[config.mk]
export PLATFORM = sky130hd
export DESIGN_NAME = spi_slave_param_flat
export DESIGN_NICKNAME = d
export VERILOG_FILES = /design/src/rtl/spi_pkg.sv /design/src/rtl/spi_slave_param_if.sv /design/src/rtl/spi_shift_reg.sv /design/src/rtl/spi_slave_param.sv /design/src/flat_wrapper.sv
export SDC_FILE = /design/constraint.sdc
export NUM_CORES = 1
export LEC_CHECK = 0
export CELL_PAD_IN_SITES_DETAIL_PLACEMENT = 0
export CELL_PAD_IN_SITES_GLOBAL_PLACEMENT = 1
export CORE_UTILIZATION = 40
export DETAILED_ROUTE_END_ITERATION = 8
export HOLD_SLACK_MARGIN = 0.05
export PLACE_DENSITY = 0.73
export SLEW_MARGIN = 10
export SYNTH_ARGS = -nofsm -noshare
export SYNTH_HDL_FRONTEND = slang
export SYNTH_SLANG_ARGS = --single-unit
[constraint.sdc]
create_clock -name clk -period 2.3 [get_ports clk]
set_input_delay 0.46 -clock clk [delete_from_list [all_inputs] [get_ports clk]]
set_output_delay 0.46 -clock clk [all_outputs]
set_load 0.1 [all_outputs]
[src/rtl/spi_pkg.sv]
// Shared definitions for the parametrised SPI slave.
// Holds the 3-bit state encoding, the FSM state type built on it, and the
// command-bit values that select the write or read path.
package spi_pkg;

  localparam logic [2:0] ST_IDLE      = 3'd0;
  localparam logic [2:0] ST_CHK_CMD   = 3'd1;
  localparam logic [2:0] ST_WRITE     = 3'd2;
  localparam logic [2:0] ST_READ_ADD  = 3'd3;
  localparam logic [2:0] ST_READ_DATA = 3'd4;
  localparam logic [2:0] ST_READ_TX   = 3'd5;
  localparam logic [2:0] ST_DONE      = 3'd6;

  typedef enum logic [2:0] {
    IDLE      = ST_IDLE,
    CHK_CMD   = ST_CHK_CMD,
    WRITE     = ST_WRITE,
    READ_ADD  = ST_READ_ADD,
    READ_DATA = ST_READ_DATA,
    READ_TX   = ST_READ_TX,
    DONE      = ST_DONE
  } state_t;

  localparam logic CMD_WRITE = 1'b0;
  localparam logic CMD_READ  = 1'b1;

endpackage

[src/rtl/spi_slave_param_if.sv]
// Bus bundle between an SPI master side and spi_slave_param.
// Carries the serial lines (SS_n, MOSI, MISO), the received word with its
// valid pulse, the read-data handshake (tx_data/tx_valid), and the
// frame_err and busy status flags.
//   slave  modport: used by spi_slave_param
//   master modport: used by whoever drives the serial side and read data
interface spi_slave_param_if #(
  parameter int DATA_W = 8
);
  logic              SS_n;
  logic              MOSI;
  logic              MISO;
  logic [DATA_W+1:0] rx_data;
  logic              rx_valid;
  logic [DATA_W-1:0] tx_data;
  logic              tx_valid;
  logic              frame_err;
  logic              busy;

  modport slave (
    input  SS_n, MOSI, tx_data, tx_valid,
    output MISO, rx_data, rx_valid, frame_err, busy
  );

  modport master (
    output SS_n, MOSI, tx_data, tx_valid,
    input  MISO, rx_data, rx_valid, frame_err, busy
  );
endinterface

[src/rtl/spi_shift_reg.sv]
// Generic load/shift/clear shift register used for both the receive and
// transmit paths of the SPI slave.
//   clk, rst_n : clock and asynchronous active-low reset
//   clr        : synchronous clear (highest priority)
//   load       : parallel load of load_val
//   shift      : shift by one position, sin entering at the tail
//   shifted    : value the register takes on a shift; lets the owner capture
//                a completed word or the next serial bit on the same edge
// MSB_FIRST=1 shifts toward the MSB (sin enters at bit 0, bit W-1 leaves
// first); MSB_FIRST=0 shifts toward the LSB (sin enters at bit W-1).
module spi_shift_reg #(
  parameter int W         = 8,
  parameter bit MSB_FIRST = 1'b1
) (
  input  logic         clk,
  input  logic         rst_n,
  input  logic         clr,
  input  logic         load,
  input  logic [W-1:0] load_val,
  input  logic         shift,
  input  logic         sin,
  output logic [W-1:0] shifted
);
  logic [W-1:0] q;

  // Shifted value in the configured direction.
  always_comb begin
    shifted = q;
    if (MSB_FIRST) begin
      shifted = {q[W-2:0], sin};
    end else begin
      shifted = {sin, q[W-1:1]};
    end
  end

  // Storage register with clear > load > shift priority.
  always_ff @(posedge clk or negedge rst_n) begin
    if (!rst_n) begin
      q <= '0;
    end else if (clr) begin
      q <= '0;
    end else if (load) begin
      q <= load_val;
    end else if (shift) begin
      q <= shifted;
    end else begin
      q <= q;
    end
  end
endmodule

[src/rtl/spi_slave_param.sv]
// Parametrised SPI slave. Deserialises MOSI frames of one command bit
// followed by FRAME_W = DATA_W+2 bits ({sub_cmd, payload}) into rx_data with
// a one-cycle rx_valid pulse, and on a read-data frame returns tx_data on
// MISO. SS_n rising mid-frame aborts with a one-cycle frame_err pulse.
//   clk, rst_n : clock, asynchronous active-low reset
//   bus        : slave modport carrying SS_n, MOSI, MISO, rx_data, rx_valid,
//                tx_data, tx_valid, frame_err, busy
// With MSB_FIRST=0 the whole FRAME_W word travels LSB first, so the first
// received bit lands in rx_data[0] and the sub-command bits, arriving last,
// stay in the top two bits.
module spi_slave_param
  import spi_pkg::*;
#(
  parameter int DATA_W    = 8,
  parameter bit MSB_FIRST = 1'b1
) (
  input logic              clk,
  input logic              rst_n,
  spi_slave_param_if.slave bus
);
  localparam int FRAME_W = DATA_W + 2;
  localparam int CNT_W   = $clog2(FRAME_W + 1);
  localparam int TXC_W   = $clog2(DATA_W + 1);

  state_t             cs, ns;
  logic [CNT_W-1:0]   bit_cnt;
  logic [TXC_W-1:0]   tx_cnt;
  logic               tx_active, read_sel;
  logic               miso, rx_valid, frame_err, busy;
  logic [FRAME_W-1:0] rx_data, rx_shifted;
  logic [DATA_W-1:0]  tx_shifted;
  logic               rx_shift, last_bit, abort, rx_clr;
  logic               tx_load, tx_shift, tx_done;

  // First bit to appear on MISO for a given word.
  function automatic logic lead_bit(input logic [DATA_W-1:0] v);
    return MSB_FIRST ? v[DATA_W-1] : v[0];
  endfunction

  // Per-cycle control strobes; nothing is sampled while SS_n is high.
  always_comb begin
    rx_shift = 1'b0;
    abort    = 1'b0;
    tx_load  = 1'b0;
    tx_shift = 1'b0;
    tx_done  = 1'b0;
    if (cs inside {WRITE, READ_ADD, READ_DATA}) begin
      rx_shift = ~bus.SS_n;
    end else begin
      rx_shift = 1'b0;
    end
    if (cs inside {CHK_CMD, WRITE, READ_ADD, READ_DATA, READ_TX}) begin
      abort = bus.SS_n;
    end else begin
      abort = 1'b0;
    end
    if (cs == READ_TX && !bus.SS_n) begin
      tx_load  = ~tx_active & bus.tx_valid;
      tx_shift = tx_active & (tx_cnt != TXC_W'(DATA_W));
      tx_done  = tx_active & (tx_cnt == TXC_W'(DATA_W));
    end else begin
      tx_load  = 1'b0;
      tx_shift = 1'b0;
      tx_done  = 1'b0;
    end
    last_bit = rx_shift & (bit_cnt == CNT_W'(FRAME_W - 1));
    rx_clr   = (cs == IDLE);
  end

  // Next-state logic; an abort overrides every in-frame transition.
  always_comb begin
    ns = cs;
    if (abort) begin
      ns = IDLE;
    end else begin
      case (cs)
        IDLE:      ns = bus.SS_n ? IDLE : CHK_CMD;
        CHK_CMD: begin
          if (bus.MOSI == CMD_WRITE) begin
            ns = WRITE;
          end else if (read_sel) begin
            ns = READ_DATA;
          end else begin
            ns = READ_ADD;
          end
        end
        WRITE:     ns = last_bit ? DONE : WRITE;
        READ_ADD:  ns = last_bit ? DONE : READ_ADD;
        READ_DATA: ns = last_bit ? READ_TX : READ_DATA;
        READ_TX:   ns = tx_done ? DONE : READ_TX;
        DONE:      ns = bus.SS_n ? IDLE : DONE;
        default:   ns = IDLE;
      endcase
    end
  end

  // State register.
  always_ff @(posedge clk or negedge rst_n) begin
    if (!rst_n) begin
      cs <= IDLE;
    end else begin
      cs <= ns;
    end
  end

  // Counters, received word, read-select flag and registered outputs.
  always_ff @(posedge clk or negedge rst_n) begin
    if (!rst_n) begin
      bit_cnt   <= '0;
      tx_cnt    <= '0;
      tx_active <= 1'b0;
      read_sel  <= 1'b0;
      rx_data   <= '0;
      rx_valid  <= 1'b0;
      frame_err <= 1'b0;
      miso      <= 1'b0;
      busy      <= 1'b0;
    end else begin
      bit_cnt   <= rx_shift ? bit_cnt + CNT_W'(1) : '0;
      rx_valid  <= last_bit;
      frame_err <= abort;
      busy      <= (ns != IDLE);
      tx_active <= tx_load | (tx_active & (ns == READ_TX));
      if (last_bit) begin
        rx_data <= rx_shifted;
      end else begin
        rx_data <= rx_data;
      end
      if (last_bit && cs == READ_ADD) begin
        read_sel <= 1'b1;
      end else if (tx_done) begin
        read_sel <= 1'b0;
      end else begin
        read_sel <= read_sel;
      end
      // tx_cnt counts bits already presented on MISO.
      if (tx_load) begin
        tx_cnt <= TXC_W'(1);
        miso   <= lead_bit(bus.tx_data);
      end else if (tx_shift) begin
        tx_cnt <= tx_cnt + TXC_W'(1);
        miso   <= lead_bit(tx_shifted);
      end else begin
        tx_cnt <= '0;
        miso   <= 1'b0;
      end
    end
  end

  spi_shift_reg #(.W(FRAME_W), .MSB_FIRST(MSB_FIRST)) u_rx_sr (
    .clk      (clk),
    .rst_n    (rst_n),
    .clr      (rx_clr),
    .load     (1'b0),
    .load_val ({FRAME_W{1'b0}}),
    .shift    (rx_shift),
    .sin      (bus.MOSI),
    .shifted  (rx_shifted)
  );

  spi_shift_reg #(.W(DATA_W), .MSB_FIRST(MSB_FIRST)) u_tx_sr (
    .clk      (clk),
    .rst_n    (rst_n),
    .clr      (rx_clr),
    .load     (tx_load),
    .load_val (bus.tx_data),
    .shift    (tx_shift),
    .sin      (1'b0),
    .shifted  (tx_shifted)
  );

  assign bus.MISO      = miso;
  assign bus.rx_data   = rx_data;
  assign bus.rx_valid  = rx_valid;
  assign bus.frame_err = frame_err;
  assign bus.busy      = busy;
endmodule
[src/flat_wrapper.sv]
// flat-port wrapper written by rule: the top's interface ports become plain ports
module spi_slave_param_flat import spi_pkg::*;
#(
  parameter int DATA_W    = 8,
  parameter bit MSB_FIRST = 1'b1
)
  (clk, rst_n, bus_SS_n, bus_MOSI, bus_tx_data, bus_tx_valid, bus_MISO, bus_rx_data, bus_rx_valid, bus_frame_err, bus_busy);
  spi_slave_param_if #(.DATA_W(DATA_W)) bus_i ();
  input logic clk;
  input logic rst_n;
  input wire logic [$bits(bus_i.SS_n)-1:0] bus_SS_n;
  input wire logic [$bits(bus_i.MOSI)-1:0] bus_MOSI;
  input wire logic [$bits(bus_i.tx_data)-1:0] bus_tx_data;
  input wire logic [$bits(bus_i.tx_valid)-1:0] bus_tx_valid;
  output wire logic [$bits(bus_i.MISO)-1:0] bus_MISO;
  output wire logic [$bits(bus_i.rx_data)-1:0] bus_rx_data;
  output wire logic [$bits(bus_i.rx_valid)-1:0] bus_rx_valid;
  output wire logic [$bits(bus_i.frame_err)-1:0] bus_frame_err;
  output wire logic [$bits(bus_i.busy)-1:0] bus_busy;
  assign bus_i.SS_n = bus_SS_n;
  assign bus_i.MOSI = bus_MOSI;
  assign bus_i.tx_data = bus_tx_data;
  assign bus_i.tx_valid = bus_tx_valid;
  assign bus_MISO = bus_i.MISO;
  assign bus_rx_data = bus_i.rx_data;
  assign bus_rx_valid = bus_i.rx_valid;
  assign bus_frame_err = bus_i.frame_err;
  assign bus_busy = bus_i.busy;
  spi_slave_param #(.DATA_W(DATA_W), .MSB_FIRST(MSB_FIRST)) u_core (.clk(clk), .rst_n(rst_n), .bus(bus_i));
endmodule
==> flow_summary.ini <==
[power_and_ir_drop]
finalPower_mw = 1.76
power.density_nw_per_um2 = 731
p_leak_nw = 1.15
ir_drop_v = 0.000396

[grt]
grt_usage_pct = 16.4
grt_pass1_wl_um = 6440
grt_max_degree = 30
grt_pass1_vias = 1350
antenna_found_initial = 0
grt-ovfl-total = 0

[logic_synthesis]
synthFlopType = dfrtp_1
synth-edff-count = 0
ys_async_sr_fraction_pct = 100
synth_area_um2 = 2020
yosys_warnings = 0
synth.net_count = 197
yosysSeqAreaShare_pct = 53.4
yosysUniqueCellTypes = 39
ys_ff_latch = 43
syn_avg_cell_area_um2 = 11.2
syn_inst = 180

[route]
wirelength_um = 3770
drc = 0
dr.pass1.iters = 4
ant_nets = 0
wl_per_cell_um = 13.5
vias = 1392
drtIter0Drc = 134
viasPerCell = 4.97

[clock_tree]
postCtsResizedCells = 0
cts_setup_buffers = 0
cts-htree-levels = 2
clock_path_buffers = 2
cts_tree = built
path_clk_slew_ns = 0.09
hold_buffers = 0
clock_latency_ns = 0.29
cts_sinks = 43
cts_buffers = 5
root_buffer = clkbuf_8

[setup_path]
worst_path_max_delay_cell = dfrtp_1
critPathLaunchType = flop
max_stage_delay_ns = 0.56
end_kind = flop
arrival_ns = 2.14
cp_max_fo = 14
required_ns = 2.48
cp_cell_sequence = nor2b_2, a21oi_1, or2_1, nor2_8, mux2_2
crit_type = flop to flop

[timing]
hold_viol_final = 0
timing.slew.headroom_pct = 57.0
report.final.setup_viol = 0
maxSlewViolCount = 0
post-route-period-util_pct = 84.8
rsz0062_at_grt = no
setup_tns_ns = 0
tightest_slew_ns = 0.646
fmax_ghz = 0.513
final.setup_skew_ns = 0.00585
finalCriticalPeriod_ns = 1.95

[layout]
final_common_cell = dfrtp_1
area_delta_synth_final_pct = 19.2
stdcell_area_um2 = 2400
final_cell_mix = dfrtp_1, nand2_1, buf_4
fin_nets = 229
drive_gt1_share_pct = 23.5
stdcell_count = 280
insertedDiodeCount = 0
fillCellCount = 436

[floorplan]
die_h_um = 73.0
die_w_um = 73.0
core_um2 = 4790
start_util_pct = 42.1
fp-row-count = 25
ios = 27
die_area_um2 = 5330

[outcome]
run_status = complete, no violations

[placed_design]
port_buffers = 26
dpl_cell_area_um2 = 2310
globalplace.congestion = 0.898
dp_cells = 272
dp_hpwl_um = 2670

[run]
maxCapViolations = 0

[hold_path]
min_path_type = input pin to async pin
==> flip-flops by register name (all words and copies together) (netlist names) <==
signal	flops
u_core.bus.rx_data	10
u_core.u_rx_sr.q	9
u_core.u_tx_sr.q	7
u_core.bit_cnt	4
u_core.tx_cnt	4
u_core.cs	3
u_core.bus.MISO	1
u_core.bus.busy	1
u_core.bus.frame_err	1
u_core.bus.rx_valid	1
u_core.read_sel	1
u_core.tx_active	1
==> cell usage after synthesis (2+ instances only) <==
library cell  instances  area [um2]
dfrtp_1              43        1080
nand2_1              24        90.1
nor2_1               18        67.6
a21oi_1              16        80.1
mux2_4                7         105
a211oi_1              6        45.0
mux2i_1               6        60.1
inv_1                 5        18.8
nand3_1               5        25.0
buf_2                 4        20.0
ha_1                  4        50.1
a31oi_1               3        18.8
xnor2_1               3        26.3
and3b_1               2        17.5
buf_6                 2        22.5
clkbuf_1              2        7.51
inv_2                 2        7.51
mux2_2                2        22.5
nand3b_2              2        22.5
o211ai_1              2        15.0
o21ai_0               2        10.0
o21ai_1               2        10.0
xor2_1                2        17.5
==> area by class of cell <==
cell class / instances / area, um2 / area share [%]
Sequential cell: 43 / 1080 / 44.8
Multi-Input combinational cell: 120 / 841 / 35.0
Timing Repair Buffer: 35 / 288 / 12.0
Tap cell: 67 / 83.8 / 3.49
Clock buffer: 5 / 68.8 / 2.86
Inverter: 7 / 26.3 / 1.09
Clock inverter: 3 / 20.0 / 0.833
==> per-stage QoR <==
| step | setup slack [ns] | hold slack (ns) | utilization (%) |
|---|---|---|---|
| 4_1_cts | 0.349 | 0.194 | 50.2 |
| 5_1_grt | 0.197 | 0.225 | 50.2 |
| 2_1_floorplan | 0.596 | 0.164 | - |
| 3_5_place_dp | 0.191 | 0.483 | 48.4 |
| 3_3_place_gp | 0.219 | 0.477 | 48.4 |
| 6_report | 0.349 | 0.177 | 50.2 |
==> kinds of logic after synthesis <==
group           after synthesis  synth area share (%)
buf+inv                      17                  4.90
simple gates                 58                  15.7
xor+xnor                      5                  2.17
fa+ha+maj                     4                  2.48
mux                          16                  9.87
flops                        43                  53.4
compound gates               37                  11.5
==> final timing paths <==
path | slack [ns] | end | depth (start not counted) | start
hold reg to reg | 0.50 | u_core.bus.rx_data[0] | 1 | u_core.bus.rx_data[0]
min in group clk | 0.50 | u_core.bus.rx_data[0] | 1 | u_core.bus.rx_data[0]
setup / recovery | 0.35 | u_core.bus.rx_data[2] | 5 | u_core.cs[2]
hold / removal | 0.18 | u_core.bus.MISO | 1 | rst_n
setup reg to reg | 0.35 | u_core.bus.rx_data[2] | 5 | u_core.cs[2]
max in group asynchronous | 1.55 | u_core.bus.rx_data[3] | 2 | rst_n
==> power breakdown <==
part / internal, mW / leakage, nW / switching (mW)
logic: 0.142 / 0.521 / 0.285
clock network: 0.211 / 0.0402 / 0.265
registers: 0.795 / 0.592 / 0.0587
==> routing by layer <==
metal  part of all wire, %  GRT usage [%]  vias up
li1                      -              -      679
met1                    46           20.6      670
met2                    48           26.1       37
met3                   4.7           4.56        6
met4                   1.7           8.06        0
met5                     0              0        -
==> critical path: cells and delay by family, from the launching register on <==
family	cells	cell delay, ns
simple gates	3	0.84
compound gates	1	0.07
flops	1	0.56
mux	1	0.37
(Power assumes the default switching activity.)
